--- src/rtl/tx_rr_arbiter.sv ---
// Round-robin arbiter sharing one registered valid/ready transmit channel among
// NUM_REQ requesters; each grant carries a burst of up to BURST_MAX beats.
//
// state   | meaning
// --------+---------------------------------------------------------------
// ST_IDLE | no owner; pick first valid requester at/after the pointer
// ST_OWN  | owner_q holds the channel until burst end or it runs dry
module tx_rr_arbiter #(
    parameter int NUM_REQ   = 4,
    parameter int DATA_W    = 2,
    parameter int BURST_MAX = 4
) (
    input  logic                      clk,
    input  logic                      rst,
    input  logic [NUM_REQ-1:0]        req_valid_i,
    input  logic [NUM_REQ*DATA_W-1:0] req_data_i,
    output logic [NUM_REQ-1:0]        req_ready_o,
    output logic                      valid_o,
    output logic [DATA_W-1:0]         data_o,
    input  logic                      ready_i,
    output logic [NUM_REQ-1:0]        grant_o,
    output logic                      busy_o
);

    localparam int IDX_W = (NUM_REQ > 1) ? $clog2(NUM_REQ) : 1;
    localparam int CNT_W = $clog2(BURST_MAX + 1);
    localparam logic [CNT_W-1:0] CNT_PRE  = CNT_W'(BURST_MAX - 1);
    localparam logic [IDX_W-1:0] IDX_LAST = IDX_W'(NUM_REQ - 1);

    typedef enum logic {
        ST_IDLE,
        ST_OWN
    } state_t;

    state_t             state_q, state_d;
    logic [IDX_W-1:0]   owner_q, owner_d;
    logic [IDX_W-1:0]   ptr_q, ptr_d;
    logic [IDX_W-1:0]   sel_idx;
    logic               sel_found;
    logic [CNT_W-1:0]   beat_cnt_q, beat_cnt_d;
    logic               valid_d;
    logic [DATA_W-1:0]  data_d;
    logic [NUM_REQ-1:0] grant_d;
    logic               load;
    logic               accept;
    logic [DATA_W-1:0]  owner_data;

    assign load       = !valid_o || ready_i;
    assign owner_data = req_data_i[int'(owner_q)*DATA_W +: DATA_W];
    assign accept     = (state_q == ST_OWN) && load && req_valid_i[owner_q];
    assign busy_o     = (state_q == ST_OWN);

    // Scan requesters starting at the pointer, wrapping past the top index.
    always_comb begin
        int cand;
        cand      = 0;
        sel_found = 1'b0;
        sel_idx   = '0;
        for (int i = 0; i < NUM_REQ; i++) begin
            cand = int'(ptr_q) + i;
            if (cand >= NUM_REQ) cand = cand - NUM_REQ;
            if (!sel_found && req_valid_i[cand]) begin
                sel_found = 1'b1;
                sel_idx   = IDX_W'(cand);
            end
        end
    end

    always_comb begin
        state_d     = state_q;
        owner_d     = owner_q;
        ptr_d       = ptr_q;
        beat_cnt_d  = beat_cnt_q;
        grant_d     = grant_o;
        valid_d     = valid_o;
        data_d      = data_o;
        req_ready_o = '0;

        // The output register is shared by both states so the last beat of a
        // burst keeps draining through the IDLE arbitration cycle.
        if (accept) begin
            valid_d = 1'b1;
            data_d  = owner_data;
        end else if (load) begin
            valid_d = 1'b0;
        end

        case (state_q)
            ST_IDLE: begin
                if (sel_found) begin
                    state_d          = ST_OWN;
                    owner_d          = sel_idx;
                    beat_cnt_d       = '0;
                    grant_d          = '0;
                    grant_d[sel_idx] = 1'b1;
                end
            end
            ST_OWN: begin
                req_ready_o[owner_q] = load;
                if (accept) beat_cnt_d = beat_cnt_q + 1'b1;
                if ((accept && (beat_cnt_q == CNT_PRE)) ||
                    (load && !req_valid_i[owner_q])) begin
                    state_d = ST_IDLE;
                    grant_d = '0;
                    ptr_d   = (owner_q == IDX_LAST) ? '0 : owner_q + 1'b1;
                end
            end
            default: begin
                state_d = ST_IDLE;
                grant_d = '0;
            end
        endcase
    end

    always_ff @(posedge clk) begin
        if (rst) begin
            state_q    <= ST_IDLE;
            owner_q    <= '0;
            ptr_q      <= '0;
            beat_cnt_q <= '0;
            grant_o    <= '0;
            valid_o    <= 1'b0;
            data_o     <= '0;
        end else begin
            state_q    <= state_d;
            owner_q    <= owner_d;
            ptr_q      <= ptr_d;
            beat_cnt_q <= beat_cnt_d;
            grant_o    <= grant_d;
            valid_o    <= valid_d;
            data_o     <= data_d;
        end
    end

endmodule

--- config.mk ---
export PLATFORM = sky130hd
export DESIGN_NAME = tx_rr_arbiter
export DESIGN_NICKNAME = d
export VERILOG_FILES = /design/src/rtl/tx_rr_arbiter.sv
export SDC_FILE = /design/constraint.sdc
export NUM_CORES = 1
export LEC_CHECK = 0
export ABC_AREA = 1
export CAP_MARGIN = 20
export CORE_UTILIZATION = 35
export DETAILED_ROUTE_END_ITERATION = 12
export GPL_ROUTABILITY_DRIVEN = 0
export HOLD_SLACK_MARGIN = 0.12
export SKIP_LAST_GASP = 1
export SYNTH_ARGS = -nofsm -noshare
export SYNTH_HDL_FRONTEND = slang
export SYNTH_SLANG_ARGS = --single-unit
--- constraint.sdc ---
create_clock -name clk -period 1.41 [get_ports clk]
set_input_delay 0.3525 -clock clk [delete_from_list [all_inputs] [get_ports clk]]
set_output_delay 0.3525 -clock clk [all_outputs]
set_load 0.05 [all_outputs]
### Word-level counts from Yosys, hierarchy flattened

Cells that the tools add are included.

| word-level totals | value |
|---|---|
| register bits | 15 |
| logic and storage cells | 100 |

| cells by class | value |
|---|---|
| add/sub/neg operators | 9 |
| magnitude comparators | 12 |
| reduce and logical (&&, ||, !) cells | 21 |
| bitwise gates (word level) | 2 |
| muxes and demuxes | 43 |
| shift operators | 1 |
| eq/ne operators | 5 |

Operators with widths:

| cell | count |
|---|---|
| 32-bit by 4-bit < comparator with 1-bit output, second input constant | 4 |
| 32-bit 2-to-1 mux | 4 |
| 1-bit 2-to-1 mux | 19 |
| 4-bit 2-to-1 mux | 3 |
| 3-bit by 3-bit subtractor with 4-bit output, second input constant | 3 |
| 1-bit binary-select mux with 2-bit select | 5 |
| 2-bit 2-to-1 mux | 5 |
| 3-bit greater-or-equal comparator, second input constant | 3 |
| 1-bit logical AND | 9 |
| 4-bit case mux with 2 select lines | 1 |
| 2-bit AND reduction | 4 |
| 8-bit by 4-bit indexed part select with 2-bit output | 1 |
| 2-bit by 2-bit adder with 3-bit output, second input constant | 2 |
| 2-bit by 3-bit < comparator with 1-bit output, second input constant | 2 |
| 3-bit 2-to-1 mux | 2 |
| 3-bit case mux with 2 select lines | 1 |
| 1-bit zero test | 5 |
| 4-bit bitwise AND | 1 |
| 1-bit demux with 2-bit select | 2 |
| 2-bit by 1-bit greater-or-equal comparator with 1-bit output, second input constant | 2 |
| 2-bit by 1-bit != test with 1-bit output, second input constant | 2 |
| 2-bit by 3-bit subtractor with 4-bit output, second input constant | 1 |
| 2-bit by 1-bit adder with 3-bit output, second input constant | 1 |
| 3-bit by 1-bit adder with 3-bit output, second input constant | 1 |
| 9 further kinds | 10 |

### Longest topological paths before layout

| depth | value |
|---|---|
| word-level depth | 21 |
| mapped depth | 12 |
| depth with buffers taken out | 12 |

### Worst setup path before layout

OpenSTA, ideal clock, no wires.

| timing | value |
|---|---|
| path type | flip-flop to output port |
| start | register state_q (netlist: busy_o) |
| end | output port req_ready_o[3] |
| arrival time | 1.728 ns |
| setup slack | -0.670 ns |
| cell stages (with the launch flop) | 5 |
| cell sequence | dfxtp_1 inv_1 nor2_1 inv_1 nor2_1 |

| between the ends | value |
|---|---|
| cells in the longest elaborated chain, start to end | 1 |

Ends and longest elaborated chain:

| what | RTL line | RTL |
|---|---|---|
| start, declared | 35 | `state_t state_q, state_d;` |
| start signal, assigned | 125 | `state_q <= state_d;` |
| 4-bit 2-to-1 mux | 88 | `case (state_q)` |
| end, declared | 17 | `output logic [NUM_REQ-1:0] req_ready_o,` |

No other way between the ends.

### Final worst setup path

| timing | value |
|---|---|
| start | register owner_q[0] |
| end | output port req_ready_o[1] |

| between the ends | value |
|---|---|
| cells in the longest elaborated chain, start to end | 6 |
| elaborated cells between the ends (all ways) | 7 |

Ends and longest elaborated chain:

| what | RTL line | RTL |
|---|---|---|
| start, declared | 36 | `logic [IDX_W-1:0] owner_q, owner_d;` |
| start signal, assigned | 126 | `owner_q <= owner_d;` |
| 2-bit by 3-bit < comparator with 1-bit output (not written as such) / 2-bit by 1-bit greater-or-equal comparator with 1-bit output (equally long branches) | 99 | `req_ready_o[owner_q] = load;` |
| 1-bit logical AND (not written as such) | 99 |  |
| 1-bit 2-to-1 mux (not written as such) | 99 |  |
| 1-bit demux with 2-bit select * | 99 |  |
| 4-bit bitwise AND (no line) * | n/a |  |
| 4-bit 2-to-1 mux * | 88 |  |

Every way passes the cells marked *; elsewhere a longest branch is shown, timed or not.

==> out/metrics.yaml <==
cts.clk_slew.worst_paths_ps: 90
syn_area_per_cell_um2: 6.155
endpoint_kind: "output pin"
overflow: 0
setup_viol: 19
setup_ws_ps: -229.4
clkLatencyLatePin_ps: 290
cp.arrival_ps: 1290
outcome: "finished, violations left"
num_rows: 19
start_util_pct: 37.64
post_drt_via_cell_ratio: 5.228
firstDrtPassIters: 4
synth_ff_type: "dfxtp_1"
dieArea_mm2: 0.003267
yosysWarnings: 0
core_area_mm2: 0.002829
place_area_mm2: 0.001758
grt_pass1_wl_um: 6030
drtAntennaViolNets: 0
worstMarginPinSlew_ps: 252.0
dieWidth_um: 57.16
htree_levels: 1
cap_violations: 0
min_period_ps: 1639
netlist.top_cell.by_area: "dfxtp_1"
port-buffer-count: 26
cts_hold_buf: 0
yosysMostFrequentCell: "nand2_1"
antenna_found_initial: 0
drt_iter0_drc: 52
power_leakage_nw: 1.023
dp.final_hpwl_um: 2406
slowest_stage: "dfxtp_4"
drv_slew: 0
pin_count: 27
synth-edff-count: 0
drt-wirelength-per-cell_um: 14.99
cp_common_cell: "buf_12"
synthTopCellsByCount: "nand2_1 (50), nor2_1 (20), inv_1 (18), nand3_1 (16)"
cp-start-kind: "flop"
fin_area_mm2: 0.002351
ys_types: 21
syn-cell-area_mm2: 0.001065
clock_sinks: 15
hp-class: "reg -> reg"
skew_ps: 5.151
finalPower_mw: 5.702
ir_worst_vdd_uv: 1675
clockRootBuffer: "clkbuf_4"
cts_tree: "done"
rsz0062_at_grt: "true"
slew_headroom_pct: 83.20
cp_cell_sequence: "buf_12 -> buf_6 -> ha_4 -> nand2_4 -> nor2_4 -> buf_12"
diodes: 0
synth.area.top_cells: "dfxtp_1 (28%), nand2_1 (18%), nand3_1 (7.5%), a21oi_1 (7.1%), ha_1 (7.1%)"
crit_type: "reg -> out"
ys_seq_area_share_pct: 28.20
finalCritPeriodShare_pct: 116.3
setup_tns_ps: -2899
async_reset_ff_share_pct: 0
die_y_um: 57.16
vias: 1422
grt_max_degree: 11
cpPeakStageDelay_ps: 360
synthCells: 173
layout.nets: 263
drive_gt1_share_pct: 68.05
grt_usage_pct: 23.71
num-fill-cells: 150
cts_buffers: 3
yosys.area.top_type_share_pct: 28.20
areaGrowthSynthToFinish_pct: 120.8
critPathMaxFanout: 3
totalWireLength_um: 4078
hold_viol: 0
power.density_mw_per_mm2: 2426
fmax_mhz: 610.0
required_ps: 1060
utilization_pct: 83.10
path_buf_inv: 3
violations: "setup timing"
synth_seq_cells: 15
grt_pass1_vias: 1410
syn-num-nets: 194
cts_buffer_depth: 2
crit_family: "buffers and inverters"
drc: 0
## where the power goes
| group | total (mW) | internal, mW | switching [mW] |
|---|---|---|---|
| Sequential | 0.811 | 0.606 | 0.205 |
| Combinational | 4.64 | 2.14 | 2.50 |
| Clock | 0.255 | 0.110 | 0.145 |
| Total | 5.70 | 2.86 | 2.84 |
## what timing repair did
| item | 4_1_cts | 5_1_grt |
|---|---|---|
| endpoints found under the setup margin | 19 | 19 |
| buffers inserted | 6 | 4 |
| gates resized for setup | 87 | 63 |
| gates cloned | 0 | 0 |
| pin swaps | 26 | 32 |
## logic make-up after synthesis
group           Yosys count  synth area share, %
buf+inv                  25                10.93
flops                    15                28.20
simple gates             98                39.48
fa+ha+maj                 6                7.050
compound gates           29                14.34
## path summary, 6_finish.rpt
check	start	to	slack, ps	cells after the start
worst max-delay path	owner_q[0]	req_ready_o[1]	-230	6
worst min-delay path	beat_cnt_q[0]	beat_cnt_q[0]	480	1
worst max register to register	owner_q[0]	beat_cnt_q[1]	-200	11
worst min register to register	beat_cnt_q[0]	beat_cnt_q[0]	480	1
## flip-flops by register name (all words and copies together) (netlist names)
name / flops
busy_o: 1
data_o: 2
grant_o: 4
beat_cnt_q: 3
owner_q: 2
ptr_q: 2
valid_o: 1
## stage by stage
stage               hold WS [ps]  setup WS (ps)  instances
floorplan                  432.1         -106.2        173
global placement           445.7         -542.2        258
detailed placement         459.8         -624.5        258
CTS                        469.0         -221.7        268
global route               487.9         -274.2        272
finish                     475.8         -229.4        272
## area by class of cell
cell class	count	area, um^2	area share, %
clock buffer	4	26.28	1.118
timing repair buffer	68	757.0	32.20
sequential	15	320.3	13.62
inverter	21	100.1	4.258
multi-input combinational	133	1109	47.15
tap	31	38.79	1.650
## placed cells by master (no fill, tap or decap), types with 3 or more instances in the layout
cell type | synthesis | routed
a21oi_2 | 0 | 12
buf_12 | 0 | 14
buf_4 | 0 | 29
buf_6 | 3 | 11
clkbuf_4 | 0 | 3
clkdlybuf4s50_1 | 0 | 9
dfxtp_1 | 15 | 9
dfxtp_4 | 0 | 5
dlygate4sd2_1 | 0 | 4
ha_1 | 6 | 3
ha_4 | 0 | 3
inv_1 | 18 | 10
inv_2 | 3 | 7
nand2_1 | 50 | 13
nand2_2 | 4 | 25
nand2_4 | 0 | 15
nand3_1 | 16 | 5
nand3_2 | 1 | 9
nand3_4 | 0 | 3
nor2_1 | 20 | 8
nor2_2 | 3 | 4
nor2_4 | 0 | 11
o21ai_0 | 10 | 4
o21ai_1 | 0 | 3
o21ai_2 | 0 | 3
## metal layers
| metal | wire length, um | share of wire, % | GRT usage, % |
|---|---|---|---|
| met5 | 0 | 0 | 0 |
| met4 | 118 | 2.9 | 7.317 |
| met2 | 2178 | 53 | 44.20 |
| met3 | 146 | 3.6 | 2.948 |
| met1 | 1635 | 40 | 28.15 |
No activity file was read; power rests on OpenSTA's default activity.
